<file path="src/rtl/rem5_sched.sv">
// Two-requester front end for a serial mod-DIV remainder engine.
// Each granted word is shifted in MSB-first and the result is held on a valid/ready port.
module rem5_sched #(
  parameter int WIDTH = 8,
  parameter int DIV   = 5,
  parameter int RW    = 3
) (
  input  logic             clk,
  input  logic             rst,
  input  logic             in0_valid,
  output logic             in0_ready,
  input  logic [WIDTH-1:0] in0_data,
  input  logic             in1_valid,
  output logic             in1_ready,
  input  logic [WIDTH-1:0] in1_data,
  output logic             out_valid,
  input  logic             out_ready,
  output logic             out_id,
  output logic [RW-1:0]    out_rem,
  output logic             out_div,
  output logic             busy
);

  localparam int CW = $clog2(WIDTH + 1);
  localparam logic [RW:0] DIV_W = (RW + 1)'(DIV);

  typedef enum logic [1:0] {
    IDLE  = 2'd0,
    SHIFT = 2'd1,
    DONE  = 2'd2
  } state_t;

  // Handshakes: a transfer happens on a rising edge where valid and ready are both high.
  // Requester ready is combinational, depends on valid, and is only ever high in IDLE.
  // The result port holds out_* stable while out_valid is high until out_ready is seen.

  state_t           state;
  logic             rr;
  logic [WIDTH-1:0] sreg;
  logic [CW-1:0]    cnt;
  logic [RW-1:0]    rem;
  logic             id;

  logic             gnt0;
  logic             gnt1;
  logic             take;
  logic             last_shift;
  logic [RW:0]      t;
  logic [RW:0]      t_sub;
  logic [RW-1:0]    rem_next;

  // rr = 1 prefers requester 1 when both are asking.
  assign gnt0 = in0_valid & (~in1_valid | ~rr);
  assign gnt1 = in1_valid & (~in0_valid | rr);

  assign in0_ready = (state == IDLE) & gnt0;
  assign in1_ready = (state == IDLE) & gnt1;
  assign take      = in0_ready | in1_ready;
  assign busy      = (state != IDLE);

  assign last_shift = (cnt == CW'(WIDTH - 1));

  // rem < DIV, so t < 2*DIV and one conditional subtract keeps it reduced.
  always_comb begin
    t        = {rem, sreg[WIDTH-1]};
    t_sub    = t - DIV_W;
    rem_next = t[RW-1:0];
    if (t >= DIV_W) begin
      rem_next = t_sub[RW-1:0];
    end
  end

  always_ff @(posedge clk or negedge rst) begin
    if (!rst) begin
      state     <= IDLE;
      rr        <= 1'b0;
      sreg      <= '0;
      cnt       <= '0;
      rem       <= '0;
      id        <= 1'b0;
      out_valid <= 1'b0;
      out_id    <= 1'b0;
      out_rem   <= '0;
      out_div   <= 1'b0;
    end else begin
      case (state)
        IDLE: begin
          if (take) begin
            sreg  <= in1_ready ? in1_data : in0_data;
            rem   <= '0;
            cnt   <= '0;
            id    <= in1_ready;
            state <= SHIFT;
          end
        end
        SHIFT: begin
          rem  <= rem_next;
          sreg <= {sreg[WIDTH-2:0], 1'b0};
          cnt  <= cnt + CW'(1);
          if (last_shift) begin
            state     <= DONE;
            out_valid <= 1'b1;
            out_rem   <= rem_next;
            out_div   <= (rem_next == '0);
            out_id    <= id;
          end
        end
        DONE: begin
          if (out_ready) begin
            state     <= IDLE;
            out_valid <= 1'b0;
            rr        <= ~out_id;
          end
        end
        default: begin
          state <= IDLE;
        end
      endcase
    end
  end

endmodule

</file>
<file path="config.mk">
export PLATFORM = sky130hd
export DESIGN_NAME = rem5_sched
export DESIGN_NICKNAME = d
export VERILOG_FILES = /design/src/rtl/rem5_sched.sv
export SDC_FILE = /design/constraint.sdc
export NUM_CORES = 1
export LEC_CHECK = 0
export CORE_AREA = 2 2 55 57
export DETAILED_ROUTE_END_ITERATION = 10
export DIE_AREA = 0 0 57 59
export PLACE_DENSITY_LB_ADDON = 0.15
export SLEW_MARGIN = 0
export SYNTH_ARGS = -nofsm -noshare
export SYNTH_HDL_FRONTEND = slang
export SYNTH_SLANG_ARGS = --single-unit
</file>
<file path="constraint.sdc">
create_clock -name clk -period 2.4 [get_ports clk]
set_input_delay 0.72 -clock clk [delete_from_list [all_inputs] [get_ports clk]]
set_output_delay 0.72 -clock clk [all_outputs]
set_load 0.005 [all_outputs]
</file>
==> Yosys cells after proc, flatten, opt, wreduce, memory -nomap -nowiden <==
Index checks and enable logic that the tools add are counted.
{ "totals": {"regBits": 25, "inputBits": 21, "out_inout_bits": 9} }
{ "op_classes": {"n_addsub": 2, "n_lt_le_gt_ge": 1, "n_eq_ne": 6, "n_mux": 15, "n_bitwise": 11, "reduce_logical": 11} }
{ "ops": {"columns": ["cell", "count"], "rows": [
  ["$mux W8", 2],
  ["$pmux W8 S2", 1],
  ["$pmux W4 S2", 1],
  ["$reduce_and A2 Y1", 4],
  ["$mux W2", 3],
  ["$mux W3", 2],
  ["$ne A2 B2 Y1 const B", 3],
  ["$pmux W2 S3", 1],
  ["$pmux W3 S2", 1],
  ["$reduce_and A3 Y1", 2],
  ["$reduce_bool A2 Y1", 3],
  ["$add A4 B1 Y4 const B", 1],
  ["$and A1 B1 Y1", 4],
  ["$eq A4 B3 Y1 const B", 1],
  ["$ge A4 B3 Y1 const B", 1],
  ["$mux W4", 1],
  ["$not A1 Y1", 4],
  ["$logic_not A3 Y1", 1],
  ["$or A1 B1 Y1", 3],
  ["$sub A3 B3 Y3 const B", 1],
  ["$eq A2 B1 Y1 const B", 1],
  ["$eq A2 B2 Y1 const B", 1],
  ["$logic_not A2 Y1", 1],
  ["$mux W1", 2],
  ["$pmux W1 S2", 1]
]} }

==> Longest topological paths before layout <==
{ "depth": {"ltp_word": 7, "depth_mapped": 6} }

==> Worst setup path after synthesis <==
OpenSTA, ideal clock, no wires.
{ "synth_path": {"kind": "input to output", "start": "input port in0_valid", "end": "output port in1_ready", "t_arrival_ns": 1.048, "required_time_ns": 1.680, "path_slack_ns": 0.632, "path_stages": 4, "n_path_buf": 1, "cell_sequence": "nand2b_1 nand3_2 buf_6 inv_2"} }
{ "synth_between": {"elab_chain_cells": 4} }
{ "synth_lines": {"columns": ["item", "line_no", "rtl"], "rows": [
  ["start, declared", "10", "input logic in0_valid,"],
  ["$not A1 Y1", "54", "assign gnt1 = in1_valid & (~in0_valid | rr);"],
  ["$or A1 B1 Y1", "54", null],
  ["$and A1 B1 Y1", "54", null],
  ["$and A1 B1 Y1", "57", "assign in1_ready = (state == IDLE) & gnt1;"],
  ["end, declared", "14", "output logic in1_ready,"]
]} }
No other way between the ends.

==> Worst setup path in the final report <==
{ "layout_path": {"start": "register state[1]", "end": "output port busy"} }
{ "layout_between": {"elab_chain_cells": 1} }
{ "layout_lines": {"columns": ["item", "line_no", "rtl"], "rows": [
  ["start, declared", "37", "state_t state;"],
  ["start signal, assigned", "75", "state <= IDLE;"],
  ["start signal, assigned", "93", "state <= SHIFT;"],
  ["start signal, assigned", "101", "state <= DONE;"],
  ["$reduce_bool A2 Y1", "59", "assign busy = (state != IDLE);"],
  ["end, declared", "21", "output logic busy"]
]} }
No other way between the ends.

==> results.md <==
* Initial DRC count at 18
* CTS buffer count at 3
* Layout cells sized above 1 at 11.3%
* Initial DRT Pass Iterations at 4
* Crit path capture type: output pin
* TritonCTS clock tree: yes
* Share of the synthesized area in the top cell type at about half
* NumNets Final at 176
* RSZ-0062 raised after global routing: no
* Pin count of the biggest net entering global routing at 26
* Clk Latency, worst-skew pair at 0.31 ns
* ANT nets after route at 0
* Routed Wire Length at roughly 2500 um
* Switching Fraction at 37.5%
* Top cells by area, synth: dfrtp_1 (51%), mux2i_1 (6.6%), a21oi_1 (3.7%), o21ai_1 (3.7%), nand2_1 (3.4%)
* Source of the worst register-to-register timing path: sreg[7]$_DFFE_PN0P_
* Logic gate share of total power at a little under half
* # DRC at 0
* Hold Crit Class: flip-flop to flip-flop
* Antenna Diode Count at 0
* Internal power at 1.08 mW
* Power Density at 1090 nW/um2
* WL per Instance at about 14 um
* Die span in y at 59 um
* Post-CTS setup buffers at 0
* GRT Util Overall at ~15%
* Commonest non-fill, non-tap cells in the layout: dfrtp_1 (25), clkdlybuf4s50_1 (25), nand2_1 (11)
* Seq pwr share at 42.9%
* Max-Slew Margin vs Limit at between 60% and 70%
* Total die area at 3360 um2
* Max_cap viols at 0
* I/O Buffers at 29
* CP max FO at 8
* DR vias at about 970
* Detailed-placement wirelength estimate at 1860 um
* Yosys cell types at 33
* Finished Layout Cells at between 150 and 200
* Largest delay share family, worst path: buffers and inverters
* GP Congestion at roughly 0.76
* Final hold vios at 0
* Least-Margin Pin Slew at 0.537 ns
* Peak supply drop at roughly 0.00068 V
* # hold bufs at CTS at 0
* CP max stage cell: dfrtp_1
* Syn avg cell area at 10.6 um2
* Arrival time worst endpoint at roughly 1.5 ns
* Area growth from synthesis to layout at 30.5%
* Critical path data required time at about 1.7 ns
* Fmax at 445 MHz
* Row count at 19
* Syn Inst Count at 115
* Crit path largest cell delay at 0.50 ns
* Clk pwr share at 11.0%
* Die X at 57 um
* Seq/Total Area, Yosys at 51.4%
* Vias in the first global route at 921
* CP startpoint: state[1]$_DFFE_PN0P_
* Final-report setup violation count at 0
* Buf/Inv on CP at 2
* Num Clock Sinks at 25
* Startpoint types: flip-flop
* Hold wc startpoint: out_valid$_DFFE_PN0P_
* NetSw at 650 uW
* Crit path time final at 2.25 ns
* Cells after DPL at 178
* CTS max path bufs at 2
* Core area at roughly 2700 um2
* Initial Utilization at 44.9%
* Synth area leader: dfrtp_1
* Max Slew Vio Count at 0
* Leak Pwr at approximately 0.75 nW
* Clock Pin Slew Worst Setup and Hold Paths at 0.14 ns
* Syn_nets at between 100 and 150
* Status: finished, final reports clean
* WS Path Type: flip-flop to output pin
* Ports at 30
* Grt ovf at 0
* Post-CTS sizing at 4
* First-pass GRT wire length at 4040 um
* Via density at 5.34
* H-Tree Depth at 1
* Antenna violations before repair at 0
* Final setup skew at 0.00421 ns
* Pwr Total at 1.73 mW
* Clock root buffer: clkbuf_4
* Ys Warns at 0
* Area of the mapped netlist at 1220 um2
* Critical path cell sequence: nor2_4 -> inv_1 -> clkdlybuf4s50_1
* Synthesized flop and latch total at 25
* Tcrit/Tclk final at 93.6%
==> sequential cells by signal, indices dropped and copies added (netlist names) <==
name       flops
out_valid      1
sreg           8
out_id         1
rr             1
out_div        1
rem            3
state          2
cnt            4
id             1
out_rem        3
==> power by group through the flow <==
stage / clock network (mW) / logic, mW / registers (mW)
finish: 0.190 / 0.801 / 0.744
global route: 0.212 / 0.903 / 0.767
CTS: 0.193 / 0.815 / 0.743
detailed placement: 0 / 0.818 / 0.753
global placement: 0 / 0.793 / 0.744
floorplan: 0 / 0.541 / 0.729
==> cell families after synthesis <==
logic type	synth area share, %
xor gates and xnor gates	2.16
muxes	8.74
buffers and inverters	2.78
DFF	51.4
adders and majority gates	3.09
AOI/OAI and AO/OA	13.8
and+or+nand+nor	18.0
==> synth_stat cells <==
library cell / number
xnor2_1: 1
mux2i_1: 8
a21oi_1: 9
mux2_2: 1
and3b_1: 1
nand2_1: 11
and2b_4: 1
nand3b_1: 1
nand4_1: 1
nor2_4: 1
o21ai_0: 4
nor2b_2: 1
nor3_1: 1
buf_6: 1
inv_1: 3
o211ai_1: 1
nor2_1: 7
nand2b_1: 4
mux2_4: 1
nand3_2: 1
a32o_1: 1
nand3_1: 5
ha_1: 3
buf_4: 1
nand2_8: 1
dfrtp_1: 25
o21ai_1: 9
xor2_1: 2
and3_1: 1
o221ai_1: 1
inv_2: 1
o22ai_1: 5
nor3b_1: 1
==> worst register-to-register path: cells and delay by family, from the launching register on <==
kind / cells / cell delay (ns)
compound gates: 2 / 0.45
mux: 1 / 0.40
simple gates: 1 / 0.06
fa+ha+maj: 1 / 0.20
buf+inv: 1 / 0.11
flops: 1 / 0.41
==> routing by layer <==
metal	vias up	global-route usage, %	wire length (um)
li1	481	-	-
met1	465	19.9	1120
met2	23	26.6	1200
met3	2	3.28	120
met4	0	3.99	16
met5	-	0	0
==> per-stage QoR <==
step	hold WS, ns	setup TNS [ns]	instance area (um2)	util [%]	worst slack [ns]
3_3_place_gp	0.460	-0.456	1560	57.7	-0.231
6_report	0.489	0	1590	58.5	0.152
5_1_grt	0.522	0	1590	58.5	0.0681
3_5_place_dp	0.463	-0.494	1560	57.7	-0.252
4_1_cts	0.496	0	1590	58.5	0.143
2_1_floorplan	0.424	0	1220	-	0.632
==> final timing paths <==
path / cells after the start / end / slack (ns)
max: 3 / busy / 0.15
min: 2 / out_valid$_DFFE_PN0P_ / 0.49
max reg2reg: 6 / out_div$_DFFE_PN0P_ / 0.69
min reg2reg: 2 / out_valid$_DFFE_PN0P_ / 0.49
max in group asynchronous: 2 / rem[0]$_DFFE_PN0P_ / 1.41
min in group asynchronous: 2 / rr$_DFFE_PN0P_ / 0.74
==> final cells by class <==
cell class / count / area (um2)
clock buffer: 3 / 22.5
clock inverter: 1 / 5.00
fill: 248 / 1120
inverter: 4 / 15.0
multi-input combinational: 84 / 557
sequential: 25 / 626
tap: 31 / 38.8
timing repair buffer: 34 / 323
No activity file was read; power rests on OpenSTA's default activity.
